## src/rtl/pc_ctrl.sv

```systemverilog
// Program-counter owner for the fetch path: boot sequencing, EX-stage redirects,
// pipeline flush/stall generation, jump accounting and a hold watchdog.
module pc_ctrl #(
    parameter logic [31:0] RESET_ADDR = 32'h0000_0000,
    parameter int unsigned HOLD_MAX   = 16
) (
    input  logic        clk,
    input  logic        rst,
    input  logic        jump_en_i,
    input  logic [31:0] jump_addr_i,
    input  logic        hold_flag_i,
    output logic [31:0] pc_o,
    output logic        pc_valid_o,
    output logic        flush_o,
    output logic        stall_o,
    output logic [31:0] jump_cnt_o,
    output logic        misalign_o,
    output logic        hold_timeout_o
);

    localparam int unsigned    HCW        = $clog2(HOLD_MAX + 1);
    localparam logic [HCW-1:0] HOLD_MAX_C = HCW'(HOLD_MAX);

    typedef enum logic [1:0] {
        ST_BOOT  = 2'd0,
        ST_RUN   = 2'd1,
        ST_REDIR = 2'd2
    } state_t;

    state_t           state_q, state_d;
    logic [31:0]      pc_q, pc_d;
    logic             valid_q;
    logic [31:0]      cnt_q, cnt_d;
    logic             mis_q, mis_d;
    logic             to_q, to_d;
    logic [HCW-1:0]   hold_cnt_q, hold_cnt_d;
    logic [HCW-1:0]   hold_inc_s;
    logic             jump_acc_s;
    logic             hold_s;

    // State register
    always_ff @(posedge clk) begin
        if (rst) begin
            state_q <= ST_BOOT;
        end else begin
            state_q <= state_d;
        end
    end

    // Next-state logic: BOOT and REDIR each last exactly one cycle
    always_comb begin
        state_d = state_q;
        case (state_q)
            ST_BOOT:  state_d = ST_RUN;
            ST_RUN: begin
                if (jump_en_i) begin
                    state_d = ST_REDIR;
                end else begin
                    state_d = ST_RUN;
                end
            end
            ST_REDIR: state_d = ST_RUN;
            default:  state_d = ST_BOOT;
        endcase
    end

    // Output decode; a jump in RUN masks any simultaneous hold request
    always_comb begin
        jump_acc_s = 1'b0;
        hold_s     = 1'b0;
        flush_o    = 1'b0;
        stall_o    = 1'b0;
        if (rst) begin
            flush_o = 1'b0;
            stall_o = 1'b0;
        end else begin
            case (state_q)
                ST_BOOT: flush_o = 1'b1;
                ST_RUN: begin
                    if (jump_en_i) begin
                        jump_acc_s = 1'b1;
                        flush_o    = 1'b1;
                    end else begin
                        hold_s  = hold_flag_i;
                        stall_o = hold_flag_i;
                    end
                end
                ST_REDIR: begin
                    hold_s  = hold_flag_i;
                    stall_o = hold_flag_i;
                end
                default: begin
                    flush_o = 1'b0;
                    stall_o = 1'b0;
                end
            endcase
        end
    end

    // Datapath next-state: pc, jump counter, misalign pulse, hold watchdog
    always_comb begin
        hold_inc_s = (hold_cnt_q == HOLD_MAX_C) ? hold_cnt_q : hold_cnt_q + HCW'(1);
        pc_d       = pc_q;
        cnt_d      = cnt_q;
        mis_d      = 1'b0;
        to_d       = to_q;
        hold_cnt_d = hold_cnt_q;
        if (jump_acc_s) begin
            pc_d       = {jump_addr_i[31:2], 2'b00};
            mis_d      = |jump_addr_i[1:0];
            cnt_d      = cnt_q + 32'd1;
            hold_cnt_d = '0;
        end else if (hold_s) begin
            hold_cnt_d = hold_inc_s;
            if (hold_inc_s == HOLD_MAX_C) begin
                to_d = 1'b1;
            end else begin
                to_d = to_q;
            end
        end else if (state_q != ST_BOOT) begin
            pc_d       = pc_q + 32'd4;
            hold_cnt_d = '0;
        end else begin
            pc_d = pc_q;
        end
    end

    // Datapath registers
    always_ff @(posedge clk) begin
        if (rst) begin
            pc_q       <= RESET_ADDR;
            valid_q    <= 1'b0;
            cnt_q      <= 32'd0;
            mis_q      <= 1'b0;
            to_q       <= 1'b0;
            hold_cnt_q <= '0;
        end else begin
            pc_q       <= pc_d;
            valid_q    <= 1'b1;
            cnt_q      <= cnt_d;
            mis_q      <= mis_d;
            to_q       <= to_d;
            hold_cnt_q <= hold_cnt_d;
        end
    end

    assign pc_o           = pc_q;
    assign pc_valid_o     = valid_q;
    assign jump_cnt_o     = cnt_q;
    assign misalign_o     = mis_q;
    assign hold_timeout_o = to_q;

endmodule

```

## config.mk

```make
export PLATFORM = sky130hd
export DESIGN_NAME = pc_ctrl
export DESIGN_NICKNAME = d
export VERILOG_FILES = /design/src/rtl/pc_ctrl.sv
export SDC_FILE = /design/constraint.sdc
export NUM_CORES = 1
export LEC_CHECK = 0
export CAP_MARGIN = 20
export CORE_MARGIN = 1
export CORE_UTILIZATION = 28
export DETAILED_ROUTE_END_ITERATION = 7
export SETUP_SLACK_MARGIN = 0.5
export SLEW_MARGIN = 15
export SYNTH_ARGS = -nofsm -noshare
export SYNTH_HDL_FRONTEND = slang
export SYNTH_SLANG_ARGS = --single-unit
```

## constraint.sdc

```tcl
create_clock -name clk -period 2.5 [get_ports clk]
set_input_delay 0.5 -clock clk [delete_from_list [all_inputs] [get_ports clk]]
set_output_delay 0.5 -clock clk [all_outputs]
set_load 0.02 [all_outputs]
```

==> impl_metrics.json <==
{
  "io_buffer_count": 102,
  "finalSetupViolations": 0,
  "cts.htree.levels": 3,
  "clk_latency_ps": 330,
  "hold_path_end": "hold_timeout_o",
  "cp_slowest_stage_delay_ps": 660,
  "dp_hpwl_um": 8570,
  "fmax_ghz": 0.506,
  "ys.flop_type": "dfxtp_1",
  "synth_edf_count": 0,
  "p_comb_share_pct": 19.3,
  "synth_top_cell_area_share_pct": 35.3,
  "yosys-top-cells-area": "dfxtp_1, xnor2_1, nor2_1",
  "placed_cells_incl_taps": 786,
  "coreArea_mm2": 0.0140,
  "crit_buf_inv": 1,
  "die_h_um": 123,
  "rows": 43,
  "drv_cap": 0,
  "hold_class": "flop to flop",
  "stdcell_count": 807,
  "cp.depth": 1,
  "grt_max_degree": 37,
  "dr.pass1.iters": 4,
  "clockPowerShare_pct": 38.5,
  "drt_iter0_drc": 267,
  "rrSetupSlack_ps": 550,
  "rsz0062_at_grt": "yes",
  "pre_cts_ws_ps": -45.9,
  "start_kind": "flop",
  "via_count": 4271,
  "crit_fanout": 5,
  "n_fill_cell": 1388,
  "swShare_pct": 27.8,
  "syn_avg_cell_area_um2": 7.84,
  "fin_crit_ps": 1970,
  "grtUsageMet2_pct": 27.1,
  "route.detailed.drc": 0,
  "postSynthCellCount": 521,
  "final_antenna_net_count": 0,
  "synth_largest_area_cell": "dfxtp_1",
  "cts_hold_buf": 0,
  "seq_area_frac_synth_pct": 35.3,
  "synth_warnings": 0,
  "critPathSlowestCell": "clkdlybuf4s50_1",
  "min_period_over_period_pct": 79.0,
  "diodes": 0,
  "grt_pass1_wl_um": 19700,
  "ir_drop_uv": 333,
  "r2r_end": "jump_cnt_o[12]",
  "cts.clk_slew.worst_paths_ps": 50,
  "synth_seq_cells": 72,
  "drive_gt1_share_pct": 14.2,
  "hold_viol": 0,
  "globalRouteMet1Util_pct": 21.7,
  "syn2layout_area_growth_pct": 45.2,
  "leakage_nw": 2.13,
  "ys_async_sr_fraction_pct": 0,
  "ff2ff_path_depth": 8,
  "cts_made_buffers": 9,
  "finalClockSkew_ps": 4.95,
  "die_x_um": 123,
  "p_per_area_mw_per_mm2": 510,
  "fin_nets": 669,
  "seq_power_share_pct": 42.2,
  "min_from": "hold_timeout_o",
  "grt_pass1_vias": 3965,
  "place.gp.congestion": 0.819,
  "cp_top_family": "buffers and inverters",
  "dieArea_mm2": 0.0151,
  "grt_overflow": 0,
  "wl_um": 12500,
  "clock-sinks": 72,
  "maxSlewViolCount": 0,
  "track_usage_pct": 16.6,
  "cp.arrival_ps": 1470,
  "viasPerCell": 5.29,
  "outcome": "finished clean",
  "synth_cell_types": 61,
  "cp_cell_sequence": "clkdlybuf4s50_1",
  "crit_required_ps": 2000,
  "setup_ws_ps": 525,
  "p_int_w": 0.00218,
  "worst_setup_path_end_kind": "output port",
  "syn-cell-area_mm2": 0.00408,
  "start_util_pct": 29.1,
  "gr-usage-met3_pct": 2.65,
  "ios": 105,
  "switchingPower_w": 0.000840,
  "fin_setup_tns_ps": 0,
  "holdPathStages": 2,
  "grt_most_used_layer": "met2",
  "crit_type": "flop to output port",
  "clockBufferDepth": 2,
  "cts_tree": "yes",
  "wl_per_cell_um": 15.5,
  "reg2reg_from": "state_q[1]",
  "antenna_found_initial": 0,
  "cts_root_buf": "clkbuf_16"
}
## sequential cells by signal (all words and copies together) (netlist names)
signal          cells
hold_cnt_q          5
hold_timeout_o      1
jump_cnt_o         32
misalign_o          1
pc_o               30
pc_valid_o          1
state_q             2
## per-stage QoR
step	hold WS, ps	power [W]	cell area, µm²	utilization, %
3_3_place_gp	476	0.00183	5330	37.9
4_1_cts	475	0.00302	5660	40.3
2_1_floorplan	487	0.00158	4090	-
3_5_place_dp	462	0.00184	5330	37.9
6_report	468	0.00302	5930	42.2
5_1_grt	526	0.00317	5930	42.2
## how the worst max path moves through the flow
stage | from | end | slack, ps
6_report | jump_cnt_o[9] | jump_cnt_o[9] | 530
4_1_cts | state_q[1] | stall_o | 440
3_5_place_dp | jump_en_i | jump_cnt_o[29] | -50
5_1_grt | state_q[1] | jump_cnt_o[28] | 440
3_3_place_gp | jump_en_i | jump_cnt_o[29] | 4
2_1_floorplan | pc_o[2] | pc_o[26] | 530
## logic make-up (layout without fill, tap and decap cells)
logic type | after synthesis | count (layout) | synth area share, %
other | 1 | 2 | 0.0919
xor gates and xnor gates | 32 | 32 | 6.86
and+or+nand+nor | 243 | 243 | 32.5
AOI/OAI and AO/OA | 109 | 109 | 16.5
adders and majority gates | 8 | 8 | 2.45
muxes | 3 | 3 | 0.736
buffers and inverters | 53 | 158 | 5.58
DFF | 72 | 72 | 35.3
## synth_stat cells, types with 2 or more instances
cell type,count
and3b_1,2
a21oi_1,40
or3_1,9
inv_1,16
xnor2_1,26
nor3_1,30
o21ai_1,7
a211oi_1,6
o22ai_1,5
nand4_1,17
dfxtp_1,72
nand3b_1,3
buf_1,2
mux2i_1,3
and3_1,4
a221o_1,2
nor2b_1,3
ha_1,8
buf_2,8
nor4_4,2
clkbuf_1,23
nor4_1,5
xor2_1,6
nand3_1,22
and2_1,2
nor2_1,58
buf_4,3
a22oi_1,2
or4_1,3
nor4_2,12
a32o_1,2
a311oi_1,2
nand2_1,55
o21ai_0,19
o211ai_1,3
and4_1,8
o31ai_1,3
a31oi_1,3
a21o_1,2
o32ai_1,2
## power groups by stage
stage / clock, W / combinational [W] / sequential, W
3_3_place_gp: 0 / 0.000542 / 0.00129
5_1_grt: 0.00124 / 0.000635 / 0.00129
3_5_place_dp: 0 / 0.000548 / 0.00130
4_1_cts: 0.00120 / 0.000554 / 0.00127
2_1_floorplan: 0 / 0.000247 / 0.00133
6_report: 0.00116 / 0.000584 / 0.00128
## layout by cell type, fill, tap and decap left out, types with 8 or more instances in the layout
master and count:
clkdlybuf4s50_1 94, dfxtp_1 68, nor2_1 57, nand2_1 54
a21oi_1 40, xnor2_1 26, nor3_1 25, nand3_1 21
o21ai_0 19, buf_4 19, nand4_1 17, inv_1 13
nor4_4 13, clkbuf_16 9, and4_1 8
## routing by layer
metal	part of all wire, %	up-vias
li1	-	2090
met1	46	2040
met2	48	120
met3	4.6	21
met4	1.9	0
met5	0	-
## timing repair
action | 4_1_cts | 5_1_grt
setup endpoints to repair | 33 | 44
setup buffers | 0 | 7
gates cloned | 0 | 1
resized for setup | 31 | 41
pin swaps | 2 | 11
## area by class of cell
type,instances,area [µm²],area share [%]
Sequential cell,72,1450,24.4
Timing Repair Buffer,129,1280,21.6
Multi-Input combinational cell,397,2650,44.7
Clock inverter,1,5.00,0.0844
Inverter,16,62.6,1.06
Clock buffer,12,256,4.33
Tap cell,180,225,3.80
Power figures use the tool's default switching activity.
